### src/rtl/pc_gen_way0_if.sv
// Fetch-request bus between the way0 PC generator (master) and the way0 fetch unit (slave).
// Define PC_GEN_PERF_CNT_EN to add the fetch/redirect performance counter outputs.
interface pc_gen_way0_if;
    logic        ready_i;
    logic        halt_i;
    logic        redirect_valid_i;
    logic [31:0] redirect_pc_i;
    logic        valid_o;
    logic [31:0] pc_o;
    logic        epoch_o;
    logic        flush_o;
    logic        misalign_o;
    logic        halted_o;
`ifdef PC_GEN_PERF_CNT_EN
    logic [31:0] fetch_cnt_o;
    logic [31:0] redirect_cnt_o;

    modport master (
        input  ready_i, halt_i, redirect_valid_i, redirect_pc_i,
        output valid_o, pc_o, epoch_o, flush_o, misalign_o, halted_o,
        output fetch_cnt_o, redirect_cnt_o
    );
    modport slave (
        output ready_i, halt_i, redirect_valid_i, redirect_pc_i,
        input  valid_o, pc_o, epoch_o, flush_o, misalign_o, halted_o,
        input  fetch_cnt_o, redirect_cnt_o
    );
`else
    modport master (
        input  ready_i, halt_i, redirect_valid_i, redirect_pc_i,
        output valid_o, pc_o, epoch_o, flush_o, misalign_o, halted_o
    );
    modport slave (
        output ready_i, halt_i, redirect_valid_i, redirect_pc_i,
        input  valid_o, pc_o, epoch_o, flush_o, misalign_o, halted_o
    );
`endif
endinterface

### src/rtl/pc_gen_way0.sv
// Way0 program-counter generator: sequential fetch, redirects with epoch tagging, halt handling.
// Optional PC_GEN_PERF_CNT_EN adds free-running fetch and redirect counters.
module pc_gen_way0 #(
    parameter logic [31:0] RESET_PC = 32'h8000_0000,
    parameter logic [31:0] PC_STEP  = 32'd8
) (
    input  logic          clk,
    input  logic          reset_n,
    pc_gen_way0_if.master bus
);
    localparam logic [1:0] ST_BOOT = 2'd0;
    localparam logic [1:0] ST_RUN  = 2'd1;
    localparam logic [1:0] ST_HALT = 2'd2;

    logic [1:0]  state_q, state_d;
    logic [31:0] pc_q, pc_d;
    logic        epoch_q, epoch_d;
    logic        flush_q, flush_d;
    logic        misalign_q, misalign_d;
    logic        halt_pend_q, halt_pend_d;
    logic        valid_q, valid_d;
    logic        halted_q, halted_d;
    logic        redirect_s;
    logic        advance_s;

    assign redirect_s = bus.redirect_valid_i;
    // ready_i only moves the address while a request is actually being presented
    assign advance_s  = (state_q == ST_RUN) && bus.ready_i && !redirect_s;

    // Next-state, next-PC and pulse computation
    always_comb begin
        state_d     = state_q;
        pc_d        = pc_q;
        epoch_d     = epoch_q;
        flush_d     = 1'b0;
        misalign_d  = 1'b0;
        halt_pend_d = halt_pend_q;

        if (redirect_s) begin
            pc_d       = {bus.redirect_pc_i[31:2], 2'b00};
            epoch_d    = ~epoch_q;
            flush_d    = 1'b1;
            misalign_d = |bus.redirect_pc_i[1:0];
        end else if (advance_s) begin
            pc_d = pc_q + PC_STEP;
        end else begin
            pc_d = pc_q;
        end

        case (state_q)
            ST_BOOT: begin
                state_d = ST_RUN;
            end
            ST_RUN: begin
                // A halt request only takes effect once the current address has been consumed
                if ((bus.ready_i || redirect_s) && (halt_pend_q || bus.halt_i)) begin
                    state_d = ST_HALT;
                end else begin
                    state_d     = ST_RUN;
                    halt_pend_d = halt_pend_q | bus.halt_i;
                end
            end
            ST_HALT: begin
                if (redirect_s) begin
                    state_d = ST_HALT;
                end else if (!bus.halt_i) begin
                    state_d     = ST_RUN;
                    halt_pend_d = 1'b0;
                end else begin
                    state_d = ST_HALT;
                end
            end
            default: begin
                state_d     = ST_BOOT;
                halt_pend_d = 1'b0;
            end
        endcase

        valid_d  = (state_d == ST_RUN);
        halted_d = (state_d == ST_HALT);
    end

    // State and output registers
    always_ff @(posedge clk or negedge reset_n) begin
        if (!reset_n) begin
            state_q     <= ST_BOOT;
            pc_q        <= RESET_PC;
            epoch_q     <= 1'b0;
            flush_q     <= 1'b0;
            misalign_q  <= 1'b0;
            halt_pend_q <= 1'b0;
            valid_q     <= 1'b0;
            halted_q    <= 1'b0;
        end else begin
            state_q     <= state_d;
            pc_q        <= pc_d;
            epoch_q     <= epoch_d;
            flush_q     <= flush_d;
            misalign_q  <= misalign_d;
            halt_pend_q <= halt_pend_d;
            valid_q     <= valid_d;
            halted_q    <= halted_d;
        end
    end

    assign bus.valid_o    = valid_q;
    assign bus.pc_o       = pc_q;
    assign bus.epoch_o    = epoch_q;
    assign bus.flush_o    = flush_q;
    assign bus.misalign_o = misalign_q;
    assign bus.halted_o   = halted_q;

`ifdef PC_GEN_PERF_CNT_EN
    logic [31:0] fetch_cnt_q, fetch_cnt_d;
    logic [31:0] redirect_cnt_q, redirect_cnt_d;

    // Counter increments; both wrap silently
    always_comb begin
        if (advance_s && valid_q) begin
            fetch_cnt_d = fetch_cnt_q + 32'd1;
        end else begin
            fetch_cnt_d = fetch_cnt_q;
        end
        if (redirect_s) begin
            redirect_cnt_d = redirect_cnt_q + 32'd1;
        end else begin
            redirect_cnt_d = redirect_cnt_q;
        end
    end

    // Counter registers
    always_ff @(posedge clk or negedge reset_n) begin
        if (!reset_n) begin
            fetch_cnt_q    <= 32'd0;
            redirect_cnt_q <= 32'd0;
        end else begin
            fetch_cnt_q    <= fetch_cnt_d;
            redirect_cnt_q <= redirect_cnt_d;
        end
    end

    assign bus.fetch_cnt_o    = fetch_cnt_q;
    assign bus.redirect_cnt_o = redirect_cnt_q;
`endif
endmodule
### src/flat_wrapper.sv
// flat-port wrapper written by rule: the top's interface ports become plain ports
module pc_gen_way0_flat 
#(
    parameter logic [31:0] RESET_PC = 32'h8000_0000,
    parameter logic [31:0] PC_STEP  = 32'd8
)
  (clk, reset_n, bus_ready_i, bus_halt_i, bus_redirect_valid_i, bus_redirect_pc_i, bus_valid_o, bus_pc_o, bus_epoch_o, bus_flush_o, bus_misalign_o, bus_halted_o);
  pc_gen_way0_if bus_i ();
  input  logic clk;
  input  logic reset_n;
  input wire logic [$bits(bus_i.ready_i)-1:0] bus_ready_i;
  input wire logic [$bits(bus_i.halt_i)-1:0] bus_halt_i;
  input wire logic [$bits(bus_i.redirect_valid_i)-1:0] bus_redirect_valid_i;
  input wire logic [$bits(bus_i.redirect_pc_i)-1:0] bus_redirect_pc_i;
  output wire logic [$bits(bus_i.valid_o)-1:0] bus_valid_o;
  output wire logic [$bits(bus_i.pc_o)-1:0] bus_pc_o;
  output wire logic [$bits(bus_i.epoch_o)-1:0] bus_epoch_o;
  output wire logic [$bits(bus_i.flush_o)-1:0] bus_flush_o;
  output wire logic [$bits(bus_i.misalign_o)-1:0] bus_misalign_o;
  output wire logic [$bits(bus_i.halted_o)-1:0] bus_halted_o;
  assign bus_i.ready_i = bus_ready_i;
  assign bus_i.halt_i = bus_halt_i;
  assign bus_i.redirect_valid_i = bus_redirect_valid_i;
  assign bus_i.redirect_pc_i = bus_redirect_pc_i;
  assign bus_valid_o = bus_i.valid_o;
  assign bus_pc_o = bus_i.pc_o;
  assign bus_epoch_o = bus_i.epoch_o;
  assign bus_flush_o = bus_i.flush_o;
  assign bus_misalign_o = bus_i.misalign_o;
  assign bus_halted_o = bus_i.halted_o;
  pc_gen_way0 #(.RESET_PC(RESET_PC), .PC_STEP(PC_STEP)) u_core (.clk(clk), .reset_n(reset_n), .bus(bus_i));
endmodule
### config.mk
export PLATFORM = sky130hd
export DESIGN_NAME = pc_gen_way0_flat
export DESIGN_NICKNAME = d
export VERILOG_FILES = /design/src/rtl/pc_gen_way0_if.sv /design/src/rtl/pc_gen_way0.sv /design/src/flat_wrapper.sv
export SDC_FILE = /design/constraint.sdc
export NUM_CORES = 1
export LEC_CHECK = 0
export ABC_AREA = 1
export CAP_MARGIN = 20
export CORE_AREA = 2 2 80 82
export CTS_BUF_LIST = sky130_fd_sc_hd__clkbuf_4 sky130_fd_sc_hd__clkbuf_8
export DETAILED_ROUTE_END_ITERATION = 10
export DIE_AREA = 0 0 82 84
export MAX_ROUTING_LAYER = met4
export PLACE_DENSITY = 0.78
export SKIP_LAST_GASP = 1
export SYNTH_ARGS = -nofsm -noshare
export SYNTH_HDL_FRONTEND = slang
export SYNTH_SLANG_ARGS = --single-unit
### constraint.sdc
create_clock -name clk -period 1.4 [get_ports clk]
set_input_delay 0.28 -clock clk [delete_from_list [all_inputs] [get_ports clk]]
set_output_delay 0.28 -clock clk [all_outputs]
set_load 0.02 [all_outputs]
; ---- Word level (Yosys, flattened, before mapping)
; Cells that the tools add are included.
[totals]
regBits = 40
input_bits = 37
output_inout_bits = 37
elab_cells = 41
[op_classes]
addsub = 1
eq_ne = 7
mux = 12
bitwise_logic = 3
reduce_logical = 10
[op_table]
columns = operator, count
row1 = 32-bit 2-to-1 mux, 2
row2 = "32-bit by 4-bit adder with 32-bit output, second input constant", 1
row3 = 2-bit 2-to-1 mux, 3
row4 = "2-bit != test, second input constant", 3
row5 = 2-bit one-hot mux with 3 select lines, 1
row6 = 1-bit 2-to-1 mux, 5
row7 = "2-bit by 1-bit == test with 1-bit output, second input constant", 2
row8 = "2-bit == test, second input constant", 2
row9 = 4-bit AND reduction, 1
row10 = 1-bit logical AND, 3
row11 = 1-bit one-hot mux with 3 select lines, 1
row12 = 2-bit logical NOT, 1
row13 = 1-bit logical OR, 2
row14 = 1-bit NOT, 2
row15 = 2-bit nonzero test, 1
row16 = 2-bit OR reduction, 1
row17 = 1-bit logical NOT, 1
row18 = 1-bit bitwise OR, 1

; ---- Logic depth before layout (Yosys ltp)
; Gate-level depths: netlist of the first run.
[logic_depth]
ltp_word = 5
ltp_mapped = 10
ltp_nobuf = 10

; ---- Least setup slack after synthesis of the first run
; Ideal clock, no wire load.
[synth_path]
path_kind = register to register
start = register u_core.pc_q[4] (netlist: u_core.bus.pc_o[4])
end = register u_core.pc_q[21] (netlist: u_core.bus.pc_o[21])
setup_time_ns = 0.117
arrival_ns = 1.438
t_required_ns = 1.283
slack_ns = -0.155
stages_incl_launch_ff = 11
n_path_buf = 0
synth_period_minus_slack_ns = 1.555
path_cell_list = dfrtp_1 -> ha_1 -> nand2_2 -> nor2_4 -> nand2_2 -> nor2_2 -> nand3_1 -> nand2_1 -> nand2_1 -> nand2_1 -> nand2_1
[synth_between]
elab_chain_len = 3
[synth_rtl]
columns = item, line
row1 = from (decl), pc_gen_way0.sv:16  ; logic [31:0] pc_q, pc_d;
row2 = from (signal assigned), pc_gen_way0.sv:96  ; pc_q <= pc_d;
row3 = 32-bit by 4-bit adder with 32-bit output, pc_gen_way0.sv:45  ; pc_d = pc_q + PC_STEP;
row4 = 32-bit 2-to-1 mux, pc_gen_way0.sv:44  ; end else if (advance_s) begin
row5 = 32-bit 2-to-1 mux, pc_gen_way0.sv:39  ; if (redirect_s) begin
; No other way between the ends. The select of a mux whose other input is x is not followed.
; A chain may end at the register's enable or synchronous reset.

; ---- Final worst setup path of the first run
[layout_path]
start = register u_core.pc_q[4] (netlist: u_core.bus.pc_o[4])
end = register u_core.pc_q[15] (netlist: u_core.bus.pc_o[15])
; The elaborated chain is that of the path after synthesis.

==> results of run 1 <==
==> registers in the layout, indices dropped and copies added (netlist names) <==
register               cells
u_core.bus.halted_o        1
u_core.bus.flush_o         1
u_core.bus.pc_o           30
u_core.bus.valid_o         1
u_core.bus.epoch_o         1
u_core.halt_pend_q         1
u_core.bus.misalign_o      1
u_core.state_q             2
==> synth_stat cells (3+ instances only) <==
library cell    n  area, sq um
a21oi_1         9        45.04
nand3b_1        3        22.52
o21ai_0        26        130.1
nor2_2         11        68.82
buf_2           7        35.03
o21bai_1        3        22.52
nor2_4          6        67.56
buf_4           6        45.04
nand2_2        12        75.07
nand2_1       123        461.7
nand3_1        33        165.2
inv_1          37        138.9
nor2_1         65        244.0
dfrtp_1        37        925.9
o22ai_1         5        31.28
==> cell families after synthesis <==
group | synth area share
buffers and inverters | 0.08679
XOR/XNOR | 0.003302
other | 0.001414
AO/OA/AOI/OAI | 0.1047
flip-flops | 0.3590
adder cells (fa/ha/maj) | 0.004716
AND/OR/NAND/NOR | 0.4401
==> cell type report <==
cell class                      instances  share of cell area
Clock buffer                            7             0.02255
Sequential cell                        38              0.2415
Tap cell                               77             0.02412
Clock inverter                          1            0.001253
Timing Repair Buffer                  119              0.2700
Multi-Input combinational cell        314              0.4034
Inverter                               39             0.03727
==> what timing repair did <==
action                     4_1_cts  5_1_grt
hold buffers                     1        0
setup endpoints to repair       55       43
resized for setup               69       54
pin swaps                        7        9
buffers inserted                 5        9
hold endpoints to repair        12        0
==> routing by layer <==
| layer | GRT usage | vias to the layer above |
|---|---|---|
| met5 | - | - |
| met4 | 0.1076 | 0 |
| met3 | 0.03680 | 30 |
| met2 | 0.4161 | 144 |
| met1 | 0.3128 | 1431 |
| li1 | - | 1500 |
==> stage by stage <==
step                instance area (sq um)  power [mW]  utilization  std cells  hold WS (ns)
floorplan                            2681       3.400            -        405      -0.01559
global placement                     3692       4.665       0.6057        573        0.1995
detailed placement                   3692       4.753       0.6057        573        0.2004
CTS                                  3847       5.513       0.6312        587        0.4160
global route                         3995       6.175       0.6554        595        0.4468
finish                               3995       5.789       0.6554        595        0.4023
==> power breakdown <==
part	internal, mW	switching, mW	leakage (nW)
logic	1.32	1.76	1.43
registers	1.45	0.435	0.433
clock network	0.417	0.406	0.0517
==> how the worst max path moves through the flow <==
| stage | startpoint | slack, ns | end | cells past startpoint |
|---|---|---|---|---|
| global placement | bus_redirect_valid_i | -0.23 | u_core.bus.pc_o[15] | 10 |
| global route | u_core.bus.pc_o[4] | -0.23 | u_core.bus.pc_o[15] | 10 |
| finish | u_core.bus.pc_o[4] | -0.1 | u_core.bus.pc_o[15] | 10 |
| detailed placement | bus_redirect_valid_i | -0.40 | u_core.halt_pend_q | 7 |
| CTS | u_core.bus.pc_o[4] | -0.05 | u_core.bus.pc_o[26] | 10 |
| floorplan | u_core.bus.pc_o[4] | -0.02 | u_core.bus.pc_o[29] | 10 |
==> worst max-delay path, delay by kind of cell, from the launching register on <==
family	cells	cell delay [ns]
AO/OA/AOI/OAI	1	0.08
buffers and inverters	1	0.04
AND/OR/NAND/NOR	7	0.70
adder cells (fa/ha/maj)	1	0.16
flip-flops	1	0.40
==> results by group, run 1 <==
Setup path
  • WP data required: 1.59 ns
  • Worst setup EP type: register
  • Crit start category: register
  • FF-to-FF End: u_core.bus.pc_o[15]
  • Crit Path Class: reg -> reg
  • Max FO, Critical Path: 4
  • R2r setup slk: -0.1 ns
  • Worst Path Arrival: between 1.5 and 2 ns
  • CP max-delay cell: dfrtp_2
  • CP cell instances: ha_4 -> nand2_4 -> nor2_4 -> nand2_2 -> nor2_4 -> nand3_1 -> o21ai_0 -> nand2_1 -> nand2_1 -> inv_1
  • R2R Path Start: u_core.bus.pc_o[4]
  • R2R cell count: 10
  • Max stage delay on crit path: roughly 0.4 ns

Status
  • Violated checks: setup timing
  • Outcome: complete, but fails checks

Global routing
  • GRT Total Usage: 0.2557
  • GRT overflow: 0
  • Initial antenna violation count: 0
  • First-pass GRT wire length: about 13 mm
  • Largest net degree at the start of global routing: 27
  • Vias in the first global route: 2991

Layout
  • Final nets: 555
  • Most common cell after layout, fill and taps aside: nand2_1
  • Multi-input gate area: ~1600 sq um
  • Fill cells: a little over 500
  • Area taken by flip-flops and latches: around 960 sq um
  • Most frequent cells in the layout: 117 x nand2_1, 57 x nor2_1, 37 x inv_1
  • P&R area growth vs syn: 50.61%
  • Ant diodes: 0
  • Layout cell share with drive strength beyond 1: 0.2529

Route
  • Metal3 WL: 502 microns
  • WL final: roughly 8.4 mm
  • DR top layer: met4
  • Metal1 wirelength: between 3 and 4 mm
  • Vias per inst: ~5.2
  • Via count: around 3100
  • Drt pass-1 iters: 5
  • Final ANT Viol Nets: 0
  • DR WL met2: about 4.2 mm
  • Initial DRC count: 200
  • DR DRC count: 0
  • Avg WL per Cell: 14.06 microns

Die
  • Num rows: 29
  • Core ar.: 6096 sq um
  • Die area: between 6000 and 7000 sq um
  • I/O Pins: between 70 and 80
  • DIE WIDTH: between 80 and 90 microns
  • Initial cell density of the core: 0.4351
  • Die height: approximately 84 microns

Placed design
  • Post-Place Setup Slack: -0.3985 ns
  • Port bufs: between 70 and 80
  • Final HPWL DP: just under 6 mm
  • Final Wtd Congestion: between 0.9 and 1

Timing
  • Setup violations, final: 20
  • Setup TNS: -0.9563 ns
  • Period utilization: 1.069
  • Final Worst Setup Slack: -0.09596 ns
  • RSZ-0062 raised after global routing: true
  • Tmin final: roughly 1.5 ns
  • Max Fclk: between 0.6 and 0.7 GHz
  • Max Transition Viols Final: 0
  • Final Hold Viols: 0
  • Worst Skew: ~0.011 ns

Logic synthesis
  • Synth warnings: 0
  • Mapped Area: 2653 sq um
  • Post-Syn Instances: about 400
  • Async set-reset flop share out of synthesis: 1.000
  • EDFF count, synth: 0
  • Sequential share of the synthesized area: 0.3590
  • Distinct cells, synth: 30
  • Flops & latches, synth: 38
  • Synth Flop Type: dfrtp_1
  • Syn Area/Cell: 6.566 sq um

CTS
  • CTS tree: done
  • Clock sinks: 38
  • Clock buffer depth: 2
  • Clock latency on the worst-skew pair: about 0.3 ns
  • Root buffer cell: clkbuf_8
  • Clk slew on worst S/H paths: roughly 0.080 ns
  • CTS Buf Count: 5
  • Htree depth: 2

Pwr
  • Leakage: 1.913 nW
  • Pwr Density: 1449 nW/um^2
  • Worst VDD drop: roughly 1.2 mV

Hold path
  • Type of the worst min-delay path: in -> async

Flow run
  • Max_cap viols: 0
Note: power is estimated with default switching activity, not from simulation.
==> run 2: changes to the inputs <==
--- a/config.mk
+++ b/config.mk
@@ -6,13 +6,15 @@
 export NUM_CORES = 1
 export LEC_CHECK = 0
 export ABC_AREA = 1
+export ABC_CLOCK_PERIOD_IN_PS = 1400
 export CAP_MARGIN = 20
-export CORE_AREA = 2 2 80 82
+export CORE_AREA = 4 4 82 84
 export CTS_BUF_LIST = sky130_fd_sc_hd__clkbuf_4 sky130_fd_sc_hd__clkbuf_8
 export DETAILED_ROUTE_END_ITERATION = 10
-export DIE_AREA = 0 0 82 84
+export DIE_AREA = 0 0 86 88
 export MAX_ROUTING_LAYER = met4
 export PLACE_DENSITY = 0.78
+export SETUP_SLACK_MARGIN = 0.2
 export SKIP_LAST_GASP = 1
 export SYNTH_ARGS = -nofsm -noshare
 export SYNTH_HDL_FRONTEND = slang
==> run 2 against run 1 <==
Clock power up 2%. The flow still finishes with violations (setup timing). Utilization up 5.4 points. Die area up 9.9%. Sequential share of layout area down 0.81 points. Critical path depth down 1. Worst hold slack better by 0.035 ns.
==> results by group, run 2 (synthesis results as in run 1) <==
Placed design
  • Final Wtd Congestion: 0.9180 (was 0.9710)
  • Dpl cells: 566 (was 573)
  • Port bufs: 71 (unchanged)
  • Placed inst area: 3676 sq um (was 3692 sq um)
  • Post-Place Setup Slack: -0.3490 ns (was -0.3985 ns)
  • Final HPWL DP: 6.011 mm (was 5.907 mm)

Timing
  • Tmin final: 1.613 ns (was 1.496 ns)
  • Setup TNS: -1.143 ns (was -0.9563 ns)
  • Setup violations, final: 19 (was 20)
  • Period utilization: 1.152 (was 1.069)
  • Final Worst Setup Slack: -0.2133 ns (was -0.09596 ns)
  • RSZ-0062 raised after global routing: true (unchanged)
  • Max Fclk: 0.6199 GHz (was 0.6685 GHz)
  • Max Transition Viols Final: 0 (unchanged)
  • Worst Skew: 0.009486 ns (was 0.01085 ns)
  • Final Hold Viols: 0 (unchanged)

CTS
  • CTS tree: done (unchanged)
  • Clock sinks: 38 (unchanged)
  • Root buffer cell: clkbuf_8 (unchanged)
  • Clk slew on worst S/H paths: 0.08 ns (about the same)
  • CTS Buf Count: 5 (unchanged)
  • Htree depth: 2 (unchanged)
  • Clock buffer depth: 2 (unchanged)
  • Clock latency on the worst-skew pair: 0.31 ns (was 0.30 ns)

Layout
  • Fill cells: 440 (was 515)
  • Final nets: 574 (was 555)
  • Post-Layout Cell Count: 612 (was 595)
  • Flip-flop count of the largest register after layout: 30 (unchanged)
  • Finished Core Util: 0.7098 (was 0.6554)
  • Area taken by flip-flops and latches: 980.9 sq um (was 964.7 sq um)
  • Layout cell share with drive strength beyond 1: 0.3724 (was 0.2529)
  • Design area: 4203 sq um (was 3995 sq um)
  • Most frequent cells in the layout: 117 x nand2_1, 57 x buf_4, 54 x nor2_1 (was 117 x nand2_1, 57 x nor2_1, 37 x inv_1)
  • Most common cell after layout, fill and taps aside: nand2_1 (unchanged)
  • Multi-input gate area: 1660 sq um (was 1612 sq um)
  • Ant diodes: 0 (unchanged)
  • P&R area growth vs syn: 58.44% (was 50.61%)

Setup path
  • CP max-delay cell: dfrtp_2 (unchanged)
  • Buffer and inverter count on the worst path: 2 (was 1)
  • Crit Path Class: reg -> reg (unchanged)
  • CP most frequent cell: nand2_1
  • CP cell instances: nand2_1 -> nor2_1 -> nand2_1 -> nor2_4 -> buf_4 -> nor2_1 -> o21bai_1 -> nand2_1 -> inv_1 (was ha_4 -> nand2_4 -> nor2_4 -> nand2_2 -> nor2_4 -> nand3_1 -> o21ai_0 -> nand2_1 -> nand2_1 -> inv_1)
  • WP data required: 1.64 ns (was 1.59 ns)
  • Delay-heaviest family, CP: simple AND/OR/NAND/NOR gates (unchanged)
  • Worst setup EP type: register (unchanged)
  • Max FO, Critical Path: 5 (was 4)
  • Max stage delay on crit path: 0.45 ns (was 0.40 ns)
  • Worst Path Arrival: 1.86 ns (was 1.69 ns)
  • Crit start category: register (unchanged)

Die
  • Die height: 88 microns (was 84 microns)
  • Initial cell density of the core: 0.4480 (was 0.4351)
  • Num rows: 28 (was 29)
  • Die area: 7568 sq um (was 6888 sq um)
  • Core ar.: 5921 sq um (was 6096 sq um)
  • DIE WIDTH: 86 microns (was 82 microns)
  • I/O Pins: 74 (unchanged)

Pwr
  • Worst VDD drop: 1.191 mV (was 1.246 mV)
  • Leakage: 1.979 nW (was 1.913 nW)
  • Pwr Density: 1506 nW/um^2 (was 1449 nW/um^2)

Status
  • Violated checks: setup timing (unchanged)
  • Outcome: complete, but fails checks (unchanged)

Route
  • Drt pass-1 iters: 5 (unchanged)
  • Via count: 3302 (was 3105)
  • Final ANT Viol Nets: 0 (unchanged)
  • WL final: 9.581 mm (was 8.366 mm)
  • Initial DRC count: 271 (was 200)
  • Vias per inst: 5.395 (was 5.218)
  • Avg WL per Cell: 15.66 microns (was 14.06 microns)
  • DR DRC count: 0 (unchanged)

Hold path
  • Type of the worst min-delay path: in -> async (unchanged)

Global routing
  • GRT overflow: 0 (unchanged)
  • GRT Total Usage: 0.2439 (was 0.2557)
  • Largest net degree at the start of global routing: 21 (was 27)
  • Initial antenna violation count: 0 (unchanged)
  • First-pass GRT wire length: 14.23 mm (was 13.47 mm)
  • Vias in the first global route: 3071 (was 2991)

Flow run
  • Max_cap viols: 0 (unchanged)
run 2: power by group:
| group | internal [mW] | switching (mW) | total [mW] |
|---|---|---|---|
| logic | 1.61 | 1.96 | 3.56 |
| clock network | 0.396 | 0.443 | 0.840 |
| registers | 1.47 | 0.454 | 1.93 |
| total | 3.48 | 2.85 | 6.33 |
run 2: final timing paths:
path                                     startpoint                  end  cells past startpoint  slack (ns)
max in group asynchronous                   reset_n  u_core.bus.pc_o[14]                      3        0.41
worst min-delay path                        reset_n   u_core.bus.flush_o                      2        0.44
min in group clk                 u_core.bus.epoch_o   u_core.bus.epoch_o                      1        0.46
worst min register to register   u_core.bus.epoch_o   u_core.bus.epoch_o                      1        0.46
worst max register to register  u_core.bus.pc_o[16]  u_core.bus.pc_o[19]                      9       -0.21
worst max-delay path            u_core.bus.pc_o[16]  u_core.bus.pc_o[19]                      9       -0.21
run 2: repair_timing:
action / 4_1_cts / 5_1_grt
resized for setup: 182 / 60
endpoints found under the setup margin: 67 / 55
endpoints found under the hold margin: 16 / 0
gates cloned: 0 / 0
buffers inserted: 21 / 16
pin swaps: 18 / 15
hold buffers: 1 / 0
run 2: metrics by stage:
step,power [mW],hold WS [ns]
finish,6.329,0.4376
global route,6.710,0.4692
CTS,5.785,0.4526
detailed placement,4.764,0.2413
global placement,4.689,0.2408
floorplan,3.459,-0.01559
run 2: layout make-up:
cell class,instances,area share
Multi-Input combinational cell,314,0.3951
Clock buffer,6,0.01965
Sequential cell,38,0.2334
Clock inverter,2,0.002977
Inverter,39,0.03543
Tap cell,75,0.02233
Timing Repair Buffer,138,0.2912
run 2: routing by layer:
metal  routed length [microns]  global-route usage
met1                      3611              0.2946
met2                      4631              0.4029
met3                       889             0.04233
met4                       449              0.1007
met5                         0                   -
==> run 3: changes to the inputs <==
--- a/config.mk
+++ b/config.mk
@@ -6,14 +6,13 @@
 export NUM_CORES = 1
 export LEC_CHECK = 0
 export ABC_AREA = 1
-export ABC_CLOCK_PERIOD_IN_PS = 1400
 export CAP_MARGIN = 20
-export CORE_AREA = 4 4 82 84
+export CORE_AREA = 2 2 80 82
 export CTS_BUF_LIST = sky130_fd_sc_hd__clkbuf_4 sky130_fd_sc_hd__clkbuf_8
 export DETAILED_ROUTE_END_ITERATION = 10
-export DIE_AREA = 0 0 86 88
+export DIE_AREA = 0 0 82 84
 export MAX_ROUTING_LAYER = met4
-export PLACE_DENSITY = 0.78
+export PLACE_DENSITY_LB_ADDON = 0.08
 export SETUP_SLACK_MARGIN = 0.2
 export SKIP_LAST_GASP = 1
 export SYNTH_ARGS = -nofsm -noshare
==> run 3 against run 2 <==
The run still ends with setup timing left. Count of clock-buffer cells in the layout up 2. Total power down 1.3%. Combinational power fell by 1%. Clock skew decreased by 0.0015 ns. Critical path depth up 1. Sequential power about the same. Largest power group unchanged.
==> results by group, run 3 (synthesis results as in run 1) <==
Die
  • Die area: 6888 sq um (was 7568 sq um)
  • Num rows: 29 (was 28)
  • Die height: 84 microns (was 88 microns)
  • DIE WIDTH: 82 microns (was 86 microns)
  • Initial cell density of the core: 0.4351 (was 0.4480)
  • I/O Pins: 74 (unchanged)
  • Core ar.: 6096 sq um (was 5921 sq um)

Pwr
  • Combinational fraction of design power: 0.562 (was 0.563)
  • Worst VDD drop: 0.9893 mV (was 1.191 mV)
  • Clock power frac: 0.130 (was 0.133)
  • Flop pwr share: 0.307 (was 0.304)
  • Net load switching power: 2.761 mW (was 2.853 mW)
  • Sw Share: 0.4421 (was 0.4508)
  • Pwr Density: 1449 nW/um^2 (was 1506 nW/um^2)
  • Power Internal: 3.484 mW (was 3.476 mW)
  • Leakage: 2.027 nW (was 1.979 nW)

Layout
  • Post-Layout Cell Count: 612 (unchanged)
  • Finished Core Util: 0.7071 (was 0.7098)
  • Most frequent cells in the layout: 110 x nand2_1, 52 x nor2_1, 44 x buf_4 (was 117 x nand2_1, 57 x buf_4, 54 x nor2_1)
  • Most common cell after layout, fill and taps aside: nand2_1 (unchanged)
  • P&R area growth vs syn: 62.50% (was 58.44%)
  • Fill cells: 514 (was 440)
  • Ant diodes: 0 (unchanged)
  • Final nets: 572 (was 574)
  • Design area: 4310 sq um (was 4203 sq um)
  • Layout cell share with drive strength beyond 1: 0.4000 (was 0.3724)
  • Flip-flop count of the largest register after layout: 30 (unchanged)

Global routing
  • GRT overflow: 0 (unchanged)
  • Vias in the first global route: 2968 (was 3071)
  • GRT Total Usage: 0.2629 (was 0.2439)
  • First-pass GRT wire length: 13.74 mm (was 14.23 mm)
  • Initial antenna violation count: 0 (unchanged)
  • Largest net degree at the start of global routing: 39 (was 21)

Timing
  • Setup violations, final: 17 (was 19)
  • WHS: 0.4603 ns (was 0.4376 ns)
  • Final Hold Viols: 0 (unchanged)
  • RSZ-0062 raised after global routing: true (unchanged)
  • Worst Skew: 0.007958 ns (was 0.009486 ns)
  • Tmin final: 1.484 ns (was 1.613 ns)
  • Max Transition Viols Final: 0 (unchanged)
  • Final Worst Setup Slack: -0.08445 ns (was -0.2133 ns)
  • Period utilization: 1.060 (was 1.152)
  • Max Fclk: 0.6736 GHz (was 0.6199 GHz)

Route
  • Initial DRC count: 113 (was 271)
  • Final ANT Viol Nets: 0 (unchanged)
  • Avg WL per Cell: 14.18 microns (was 15.66 microns)
  • Drt pass-1 iters: 4 (was 5)
  • DR DRC count: 0 (unchanged)
  • Vias per inst: 4.997 (was 5.395)
  • WL final: 8.679 mm (was 9.581 mm)
  • Via count: 3058 (was 3302)

Placed design
  • Placed inst area: 3751 sq um (was 3676 sq um)
  • Dpl cells: 576 (was 566)
  • Port bufs: 71 (unchanged)
  • Final HPWL DP: 5.621 mm (was 6.011 mm)
  • Final Wtd Congestion: 0.8849 (was 0.9180)

Flow run
  • Max_cap viols: 0 (unchanged)

Setup path
  • Worst Path Arrival: 1.68 ns (was 1.86 ns)
  • R2R cell count: 10 (was 9)
  • WP data required: 1.60 ns (was 1.64 ns)
  • CP max-delay cell: dfrtp_2 (unchanged)
  • Worst setup EP type: register (unchanged)
  • CP most frequent cell: nand2_1 (unchanged)
  • Max FO, Critical Path: 4 (was 5)
  • Max stage delay on crit path: 0.40 ns (was 0.45 ns)
  • Crit start category: register (unchanged)
  • CP cell instances: ha_4 -> nand2_4 -> nor2_4 -> nand2_4 -> nor2_4 -> nand2_1 -> nand2_1 -> nand3_2 -> nand2_2 -> nand2_1 (was nand2_1 -> nor2_1 -> nand2_1 -> nor2_4 -> buf_4 -> nor2_1 -> o21bai_1 -> nand2_1 -> inv_1)
  • Crit Path Class: reg -> reg (unchanged)

CTS
  • Clk slew on worst S/H paths: 0.08 ns (about the same)
  • Clock sinks: 38 (unchanged)
  • Clock latency on the worst-skew pair: 0.30 ns (was 0.31 ns)
  • CTS tree: done (unchanged)
  • Root buffer cell: clkbuf_8 (unchanged)
  • Htree depth: 2 (unchanged)
  • CTS Buf Count: 5 (unchanged)
  • Clock buffer depth: 2 (unchanged)

Hold path
  • Hold path depth: 1
  • Type of the worst min-delay path: reg -> reg (was in -> async)

Status
  • Outcome: complete, but fails checks (unchanged)
  • Violated checks: setup timing (unchanged)
run 3: final timing paths:
kind                       slack [ns]                  end                from
max                             -0.08  u_core.bus.pc_o[25]  u_core.bus.pc_o[4]
min in group asynchronous        0.49  u_core.bus.pc_o[26]             reset_n
max in group asynchronous        0.64  u_core.bus.pc_o[31]             reset_n
min reg2reg                      0.46   u_core.bus.epoch_o  u_core.bus.epoch_o
max reg2reg                     -0.08  u_core.bus.pc_o[25]  u_core.bus.pc_o[4]
min                              0.46   u_core.bus.epoch_o  u_core.bus.epoch_o
run 3: final cells by class:
| cell class | instances | area [sq um] | area share |
|---|---|---|---|
| flip-flops and latches | 38 | 980.9 | 0.2276 |
| repair buffers | 136 | 1264 | 0.2932 |
| well taps | 77 | 96.34 | 0.02235 |
| clock buffers | 8 | 91.34 | 0.02119 |
| multi-input cells | 314 | 1724 | 0.4000 |
| inverters | 39 | 153.9 | 0.03570 |
run 3: power groups by stage:
stage	Sequential, mW	Combinational (mW)	Clock, mW
2_1_floorplan	2.21	1.25	0
3_3_place_gp	1.89	2.83	0
3_5_place_dp	1.90	2.88	0
4_1_cts	1.89	3.09	0.830
5_1_grt	1.96	3.82	0.888
6_report	1.92	3.51	0.813
run 3: repair_timing:
item	CTS	global route
hold endpoints to repair	37	0
pin swaps	18	28
setup endpoints to repair	65	61
resized for setup	188	69
setup buffers	12	13
hold buffers	1	0
gates cloned	2	0
run 3: stage by stage:
stage / power (mW) / worst slack, ns / TNS, ns
after floorplan: 3.459 / -0.007988 / -0.01145
after global placement: 4.720 / -0.2935 / -4.569
after detailed placement: 4.776 / -0.3232 / -5.269
after CTS: 5.805 / -0.03338 / -0.2186
after global routing: 6.664 / -0.2006 / -2.816
final: 6.245 / -0.08445 / -0.7612
run 3: critical path: cells and delay by family, from the launching register on:
kind          cells  cell delay [ns]
simple gates      9             0.80
fa+ha+maj         1             0.16
flops             1             0.40
run 3: routing by layer:
metal,wire [microns],global-route usage
met1,3683,0.3290
met2,4435,0.4272
met3,448,0.04437
met4,111,0.08485
met5,0,-
